<file path="src/rtl/mips_pkg.sv">
// Shared definitions for the MIPS pipeline fetch slice: constants, fetch FSM
// encoding and the IF/ID bundle layout.
package mips_pkg;

  localparam logic [31:0] RESET_PC = 32'h0000_0000;
  localparam logic [31:0] NOP_INST = 32'h0000_0000;

  typedef logic [1:0] fetch_state_t;

  localparam fetch_state_t FS_IDLE = 2'd0;
  localparam fetch_state_t FS_REQ  = 2'd1;
  localparam fetch_state_t FS_HOLD = 2'd2;
  localparam fetch_state_t FS_DROP = 2'd3;

  typedef struct packed {
    logic [31:0] pc;
    logic [31:0] inst;
    logic        valid;
  } ifid_t;

  localparam ifid_t IFID_BUBBLE = '{pc: 32'h0, inst: NOP_INST, valid: 1'b0};

endpackage

</file>
<file path="src/rtl/if_id_reg.sv">
// IF/ID pipeline register. A bubble keeps the PC field and replaces the
// instruction with a NOP; with neither load nor bubble the contents hold.
module if_id_reg #(
  parameter logic [31:0] NOP_INST = mips_pkg::NOP_INST
) (
  input  logic        clk,
  input  logic        rst_n,
  input  logic        i_load,
  input  logic        i_bubble,
  input  logic [31:0] i_pc,
  input  logic [31:0] i_inst,
  output logic [31:0] o_pc,
  output logic [31:0] o_inst,
  output logic        o_valid
);
  import mips_pkg::*;

  ifid_t r_ifid;

  always_ff @(posedge clk or negedge rst_n) begin
    if (!rst_n) begin
      r_ifid <= '{pc: IFID_BUBBLE.pc, inst: NOP_INST, valid: 1'b0};
    end else if (i_bubble) begin
      r_ifid.inst  <= NOP_INST;
      r_ifid.valid <= 1'b0;
    end else if (i_load) begin
      r_ifid <= '{pc: i_pc, inst: i_inst, valid: 1'b1};
    end
  end

  assign o_pc    = r_ifid.pc;
  assign o_inst  = r_ifid.inst;
  assign o_valid = r_ifid.valid;

endmodule

</file>
<file path="src/rtl/if_stage.sv">
// Instruction fetch stage: PC register, req/ack imem handshake and the IF/ID
// register, with load-use stall and branch redirect handling.
module if_stage #(
  parameter logic [31:0] RESET_PC = mips_pkg::RESET_PC,
  parameter logic [31:0] NOP_INST = mips_pkg::NOP_INST
) (
  input  logic        clk,
  input  logic        rst,
  input  logic        stall,
  input  logic        PCSrc,
  input  logic [31:0] branch_target,
  output logic        imem_req,
  output logic [31:0] imem_addr,
  input  logic        imem_ack,
  input  logic [31:0] imem_rdata,
  output logic [31:0] IFtoID_PC,
  output logic [31:0] IFtoID_inst,
  output logic        IFtoID_valid
);
  import mips_pkg::*;

  fetch_state_t r_state;
  logic [31:0]  r_pc;
  logic [31:0]  r_tgt;
  logic [31:0]  r_buf;

  fetch_state_t w_next_state;
  logic [31:0]  w_next_pc;
  logic [31:0]  w_next_tgt;
  logic [31:0]  w_next_buf;
  logic [31:0]  w_pc_plus4;
  logic         w_ifid_load;
  logic         w_ifid_bubble;
  logic [31:0]  w_ifid_inst;

  assign w_pc_plus4 = r_pc + 32'd4;

  // Redirect always beats stall: a held or in-flight word is wrong-path once
  // PCSrc fires, so it is dropped and IF/ID becomes a bubble.
  always_comb begin
    w_next_state  = r_state;
    w_next_pc     = r_pc;
    w_next_tgt    = r_tgt;
    w_next_buf    = r_buf;
    w_ifid_load   = 1'b0;
    w_ifid_bubble = 1'b0;
    w_ifid_inst   = imem_rdata;
    case (r_state)
      FS_IDLE: w_next_state = FS_REQ;
      FS_REQ: begin
        if (PCSrc && imem_ack) begin
          w_next_pc     = branch_target;
          w_ifid_bubble = 1'b1;
        end else if (PCSrc) begin
          w_next_tgt    = branch_target;
          w_ifid_bubble = 1'b1;
          w_next_state  = FS_DROP;
        end else if (imem_ack && !stall) begin
          w_ifid_load = 1'b1;
          w_next_pc   = w_pc_plus4;
        end else if (imem_ack) begin
          w_next_buf   = imem_rdata;
          w_next_state = FS_HOLD;
        end else if (!stall) begin
          w_ifid_bubble = 1'b1;
        end
      end
      FS_HOLD: begin
        if (PCSrc) begin
          w_next_pc     = branch_target;
          w_ifid_bubble = 1'b1;
          w_next_state  = FS_REQ;
        end else if (!stall) begin
          w_ifid_load  = 1'b1;
          w_ifid_inst  = r_buf;
          w_next_pc    = w_pc_plus4;
          w_next_state = FS_REQ;
        end
      end
      FS_DROP: begin
        // The abandoned request must still complete; the newest target wins.
        w_ifid_bubble = 1'b1;
        if (imem_ack) begin
          w_next_pc    = PCSrc ? branch_target : r_tgt;
          w_next_state = FS_REQ;
        end else if (PCSrc) begin
          w_next_tgt = branch_target;
        end
      end
      default: w_next_state = FS_IDLE;
    endcase
  end

  always_ff @(posedge clk or negedge rst) begin
    if (!rst) begin
      r_state <= FS_IDLE;
      r_pc    <= RESET_PC;
      r_tgt   <= 32'h0;
      r_buf   <= 32'h0;
    end else begin
      r_state <= w_next_state;
      r_pc    <= w_next_pc;
      r_tgt   <= w_next_tgt;
      r_buf   <= w_next_buf;
    end
  end

  assign imem_req  = (r_state == FS_REQ) || (r_state == FS_DROP);
  assign imem_addr = r_pc;

  if_id_reg #(
    .NOP_INST(NOP_INST)
  ) u_if_id_reg (
    .clk     (clk),
    .rst_n   (rst),
    .i_load  (w_ifid_load),
    .i_bubble(w_ifid_bubble),
    .i_pc    (w_pc_plus4),
    .i_inst  (w_ifid_inst),
    .o_pc    (IFtoID_PC),
    .o_inst  (IFtoID_inst),
    .o_valid (IFtoID_valid)
  );

endmodule

</file>
<file path="config.mk">
export PLATFORM = sky130hd
export DESIGN_NAME = if_stage
export DESIGN_NICKNAME = d
export VERILOG_FILES = /design/src/rtl/mips_pkg.sv /design/src/rtl/if_id_reg.sv /design/src/rtl/if_stage.sv
export SDC_FILE = /design/constraint.sdc
export NUM_CORES = 1
export LEC_CHECK = 0
export CAP_MARGIN = 0
export CORE_UTILIZATION = 28
export DETAILED_ROUTE_END_ITERATION = 16
export PLACE_DENSITY = 0.49
export REMOVE_ABC_BUFFERS = 1
export SLEW_MARGIN = 20
export SYNTH_ARGS = -nofsm -noshare
export SYNTH_HDL_FRONTEND = slang
export SYNTH_SLANG_ARGS = --single-unit
export TNS_END_PERCENT = 30
</file>
<file path="constraint.sdc">
create_clock -name clk -period 3.2 [get_ports clk]
set_input_delay 0.64 -clock clk [delete_from_list [all_inputs] [get_ports clk]]
set_output_delay 0.64 -clock clk [all_outputs]
set_load 0.01 [all_outputs]
</file>
==> results of run 1 <==
==> power breakdown <==
group / internal, mW / switching (mW) / total [mW]
Clock: 1.14 / 0.950 / 2.09
Combinational: 2.24 / 2.11 / 4.34
Sequential: 3.00 / 0.823 / 3.83
Total: 6.38 / 3.88 / 10.3
==> cell usage after synthesis, drive strengths merged (3+ instances only) <==
master   instances  share of area, %
a221oi           5              0.54
dfrtp          163                51
nor4             7              0.96
nor3             8              0.56
and2             4              0.31
nor2b            5              0.39
ha               5              0.78
inv             11              0.51
o41ai            3              0.33
o22ai            4              0.31
clkbuf          36               1.7
nand3           17               1.1
mux2            68               9.5
nand4           12               1.1
o31a             6              0.65
nor2            59               2.8
xnor2           21               2.3
nand2           60               2.8
buf             26               1.6
a211oi          34               3.2
a222oi           3              0.37
xor2             7              0.76
a22o            10               1.1
o2bb2ai          6              0.65
nand2b           3              0.23
mux2i           35               4.4
a21oi           24               1.5
and3             5              0.39
and4             5              0.54
or4              4              0.37
o21ai           68               4.2
a22oi           17               1.6
==> worst max-delay path by stage <==
stage,startpoint,endpoint,depth (start not counted)
2_1_floorplan,r_state[1]$_DFFE_PN0P_,u_if_id_reg.o_pc[0]$_DFFE_PN0P_,6
3_3_place_gp,stall,imem_addr[28]$_DFFE_PN0P_,6
3_5_place_dp,stall,imem_addr[28]$_DFFE_PN0P_,6
4_1_cts,r_state[1]$_DFFE_PN0P_,imem_req,3
5_1_grt,r_state[1]$_DFFE_PN0P_,imem_req,3
6_report,r_state[1]$_DFFE_PN0P_,imem_req,3
==> worst reg2reg max path, cell delays in order (launching register included) <==
cell and delay (ps):
dfrtp_1 440, inv_1 90, ha_1 290, or2_2 330, a211o_1 550, buf_4 320
o21ai_0 160, o311ai_0 140
==> registers in the layout (all words and copies together) (netlist names) <==
register	flops
r_buf	32
r_tgt	32
u_if_id_reg.o_pc	32
u_if_id_reg.o_inst	32
u_if_id_reg.o_valid	1
imem_addr	32
r_state	2
==> metal layers <==
| metal | vias up | routed length (um) | share of wire (%) |
|---|---|---|---|
| met3 | 13 | 872 | 3.7 |
| met5 | - | 0 | 0 |
| li1 | 3049 | - | - |
| met1 | 3060 | 11500 | 49 |
| met2 | 129 | 10800 | 46 |
| met4 | 0 | 241 | 1.0 |
==> logic make-up (layout without fill, tap and decap cells) <==
group,after synthesis,in the layout
AOI/OAI and AO/OA,192,192
xor gates and xnor gates,28,28
adders and majority gates,5,5
buffers and inverters,73,232
DFF,163,163
muxes,103,103
and+or+nand+nor,195,195
==> layout make-up <==
class	count	area (um^2)	share of cell area [%]
flip-flops and latches	163	4080	37.8
multi-input cells	523	3680	34.1
repair buffers	189	1920	17.8
well taps	378	473	4.38
clock buffers	19	453	4.20
clock inverters	13	135	1.25
inverters	11	41.3	0.383
==> reports/results.tsv, run 1 <==
metric	value	unit
status	finished clean	
clock sinks	163	
final net count	979	
overall global routing resource usage	16.5	%
clock root cell	clkbuf_16	
VDD IR-drop max	0.411	mV
boundary pin count	167	
first-pass GRT wire length	36.7	mm
die width	172	um
Fill cells	2788	
WS Path Type	reg2out	
post-synthesis simple-gate area fraction	12.0	%
DRC Markers	0	
final core occ	38.5	%
placed cell area	10200	um^2
most common cell after layout, fill and taps aside	clkdlybuf4s50_1	
Initial Util	28.7	%
vias	6251	
CP Buf/Inv Count	1	
hold_ws	153	ps
pre-CTS WS	381	ps
Final Skew	17.0	ps
Netlist Area Pre-Place	8050	um^2
Relative slew margins	58.6	%
Setup Buffers After CTS	0	
startpoint types	flip-flop	
RSZ-0062 raised after global routing	no	
Die Ht	172	um
crit path time final	2780	ps
most frequent cells in the layout	clkdlybuf4s50_1, dfrtp_1, o21ai_0	
register area share after synthesis	50.7	%
Main synth FF type	dfrtp_1	
main combinational cell family by area after synthesis	compound AO/OA/AOI/OAI gates	
max incr delay on CP	540	ps
Finished Cell Area	10800	um^2
Final HPWL DP	16.1	mm
Fmax achieved	360	MHz
routed len/inst	18.0	um
layout cells sized above 1	14.9	%
mux share of post-synthesis cell area	13.9	%
Final Max Tran Viols	0	
post_cts resized	0	
Worst-path clk slew	70	ps
Most Crowded Layer GR	met2	
CTS tree	built	
Pwr Total	10.3	mW
worst path required time	2560	ps
GP Congestion	0.780	
initial antenna violation count	0	
adder-cell share of the synthesized area	0.777	%
crit share post-route	86.8	%
endpoint arrival time on the critical path	2140	ps
min-delay worst type	in2async	
setup TNS	0	ps
Static Leak	4.25	nW
Critical-path top delay cell	ha_1	
Post-synth ARST share	100	%
routing usage on met2	26.1	%
CP Max Fanout	16	
Placed Cells	1264	
FF-to-FF path depth	7	
YS warnings	0	
max-cap violation count	0	
First DRT Iteration DRCs	355	
Worst-Skew Late Latency	430	ps
worst setup margin	422	ps
Netlist cell types	55	
Mean Syn Cell Area	10.6	um^2
power density over cell area	952	nW/um^2
post-route insts no fill	1296	
Pre-antenna DRT Iters	4	
worst path cell trace	ha_1, or2_2, clkdlybuf4s50_1	
R2R Path End	imem_addr[7]$_DFFE_PN0P_	
reg2reg start	r_state[1]$_DFFE_PN0P_	
complex-gate fraction of the synthesized area	15.7	%
cell family with most CP delay	adder cells	
die area	29400	um^2
R2R Setup Slk	710	ps
crit end category	primary output	
Least-Margin Pin Slew	621	ps
number of global-route vias before repair	6308	
synthesized netlist cell count	759	
Area Growth Syn to Fin	34.0	%
synthesis-stage register bit count	163	
largest net degree at the start of global routing	68	
clk buf depth	2	
Hold Buf Count CTS	0	
total gr overflow	0	
Post-DRT Antenna Nets	0	
Vias/cell	4.82	
site row count	61	
endpoints failing hold	0	
final WL	23.4	mm
PortBufs	166	
Ant. Diodes	0	
final setup fails	0	
xor-xnor portion of the synthesized cell area	3.05	%
CTS HTree Levels	4	
M3 GR Usage	3.01	%
core footprint	28000	um^2
Post-synth EDFFs	0	
grt met1 use	22.8	%
CTS buffer count	17	
Power figures use the tool's default switching activity.
==> run 2, diff against run 1 <==
--- a/config.mk
+++ b/config.mk
@@ -5,11 +5,14 @@
 export SDC_FILE = /design/constraint.sdc
 export NUM_CORES = 1
 export LEC_CHECK = 0
+export ABC_AREA = 1
 export CAP_MARGIN = 0
 export CORE_UTILIZATION = 28
+export CTS_CLUSTER_SIZE = 8
 export DETAILED_ROUTE_END_ITERATION = 16
-export PLACE_DENSITY = 0.49
+export PLACE_DENSITY = 0.48
 export REMOVE_ABC_BUFFERS = 1
+export SKIP_CTS_REPAIR_TIMING = 1
 export SLEW_MARGIN = 20
 export SYNTH_ARGS = -nofsm -noshare
 export SYNTH_HDL_FRONTEND = slang
==> run 2 against run 1 <==
- worst setup slack lost 210 ps
- clock power is essentially flat
- via count grew 27%
- area after synthesis grew 6.4%
- global-route usage grew 1.5 points
- critical path depth grew 1
- count of clock-buffer cells in the layout shrank 2
- clock skew shrank 2.1 ps
- fmax shrank 7.2%
- worst hold slack gained 60 ps
- critical path type unchanged
- largest cell class unchanged
- largest power group unchanged
==> reports/results.tsv, run 2 <==
metric	value	unit
status	finished clean	
Main synth FF type	dfrtp_1	
core footprint	29900	um^2
Relative slew margins	56.5	%
Critical-path top delay cell	ha_1	
register area share after synthesis	47.6	%
final core occ	37.5	%
Synth top cells by count	nand2_1, dfrtp_1, o21ai_0, inv_1, nor2_1	
final setup fails	0	
die width	177	um
power density over cell area	966	nW/um^2
Netlist cell types	33	
CP Buf/Inv Count	2	
boundary pin count	167	
Post-synth ARST share	100	%
clock root cell	clkbuf_16	
xor-xnor portion of the synthesized cell area	1.33	%
min-delay worst type	in2async	
cell family with most CP delay	buffers and inverters	
crit end category	primary output	
Worst-path clk slew	70	ps
grt met1 use	25.6	%
clock sinks	163	
complex-gate fraction of the synthesized area	15.5	%
initial antenna violation count	0	
final WL	27.0	mm
Ant. Diodes	0	
clk buf depth	2	
routed len/inst	15.8	um
Finished Cell Area	11200	um^2
Pre-antenna DRT Iters	5	
total gr overflow	0	
top cell type's share of synthesized area	47.6	%
Post-synth EDFFs	0	
PortBufs	166	
CTS HTree Levels	4	
Final HPWL DP	18.6	mm
crit share post-route	93.5	%
Initial Util	28.7	%
Post-DRT Antenna Nets	0	
most numerous cell in the Yosys netlist	nand2_1	
most frequent cells in the layout	nand2_1, clkdlybuf4s50_1, dfrtp_1	
most common cell after layout, fill and taps aside	nand2_1	
GP Congestion	0.822	
Least-Margin Pin Slew	652	ps
CTS buffer count	17	
vias	7931	
synthesized netlist cell count	1161	
Fmax achieved	334	MHz
Final Max Tran Viols	0	
synthesis-stage register bit count	163	
layout cells sized above 1	5.38	%
endpoints failing hold	0	
die area	31300	um^2
DRC Markers	0	
RSZ-0062 raised after global routing	no	
max incr delay on CP	550	ps
endpoint arrival time on the critical path	2350	ps
Final Skew	14.9	ps
Netlist Area Pre-Place	8560	um^2
worst path cell trace	ha_1, inv_2, nand2_1, clkdlybuf4s50_1	
number of global-route vias before repair	7594	
Worst-Skew Late Latency	440	ps
max-cap violation count	0	
Vias/cell	4.64	
post-synthesis simple-gate area fraction	25.7	%
main combinational cell family by area after synthesis	simple AND/OR/NAND/NOR gates	
CTS tree	built	
Synth area leaders	dfrtp_1, nand2_1, o21ai_0	
Static Leak	5.30	nW
worst path required time	2560	ps
Yosys top cell by area	dfrtp_1	
R2R Path End	imem_addr[19]$_DFFE_PN0P_	
M3 GR Usage	2.96	%
reg2reg start	r_state[0]$_DFFE_PN0P_	
Mean Syn Cell Area	7.38	um^2
site row count	63	
R2R Setup Slk	770	ps
YS warnings	0	
Area Growth Syn to Fin	30.8	%
overall global routing resource usage	17.9	%
VDD IR-drop max	0.391	mV
first-pass GRT wire length	42.9	mm
crit path launch	r_state[0]$_DFFE_PN0P_	
setup TNS	0	ps
final net count	1381	
hold_ws	213	ps
mux share of post-synthesis cell area	0	%
placed cell area	10600	um^2
adder-cell share of the synthesized area	0.731	%
Die Ht	177	um
crit path time final	2990	ps
FF-to-FF path depth	8	
WS Path Type	reg2out	
Most Crowded Layer GR	met2	
largest net degree at the start of global routing	70	
First DRT Iteration DRCs	544	
startpoint types	flip-flop	
routing usage on met2	27.6	%
CP Max Fanout	15	
[run 2: cell types whose count changed after synthesis, sizes merged, moves of 15 or more]
cell / before / now
nand3: 17 / 39
mux2: 68 / 0
inv: 11 / 123
clkbuf: 36 / 20
a21boi: 0 / 15
nor2: 59 / 85
o21ai: 68 / 159
mux2i: 35 / 0
a211oi: 34 / 1
nand2: 60 / 419
xnor2: 21 / 1
o211ai: 0 / 19
[run 2: metal layers]
metal  share of wire (%)  up-vias
met5                   0        -
met4                 1.6        0
met3                 4.6       23
met2                  44      203
met1                  50     3723
li1                    -     3982
[run 2: layout make-up]
cell class	instances	area [um^2]
Clock inverter	15	164
Timing Repair Buffer	186	1860
Tap cell	390	488
Inverter	123	462
Sequential cell	163	4080
Clock buffer	17	425
Fill cell	3195	18700
Multi-Input combinational cell	816	3720
[run 2: metrics by stage]
| stage | power, mW | cells | setup slack [ps] |
|---|---|---|---|
| 2_1_floorplan | 6.35 | 1102 | -577 |
| 3_3_place_gp | 8.73 | 1678 | 407 |
| 3_5_place_dp | 8.78 | 1678 | 333 |
| 4_1_cts | 11.0 | 1710 | 148 |
| 5_1_grt | 11.8 | 1710 | 36.3 |
| 6_report | 10.8 | 1710 | 208 |
[run 2: cell families (layout without fill, tap and decap cells)]
kind of cell             after synthesis  after routing
AND/OR/NAND/NOR                      560            560
AO/OA/AOI/OAI                        238            238
buffers and inverters                182            341
flip-flops                           163            163
XOR/XNOR                              13             13
adder cells (fa/ha/maj)                5              5
[run 2: worst max path at each step]
stage / cells after the start / slack (ps) / to
3_5_place_dp: 8 / 330 / imem_addr[1]$_DFFE_PN0P_
6_report: 4 / 210 / imem_req
3_3_place_gp: 8 / 410 / imem_addr[0]$_DFFE_PN0P_
4_1_cts: 4 / 150 / imem_req
5_1_grt: 4 / 40 / imem_req
2_1_floorplan: 11 / -580 / u_if_id_reg.o_pc[0]$_DFFE_PN0P_
[run 2: where the power goes]
group	total, mW	internal, mW	switching [mW]
Combinational	5.02	2.14	2.88
Sequential	3.69	2.99	0.701
Clock	2.11	1.11	0.997
Total	10.8	6.25	4.58
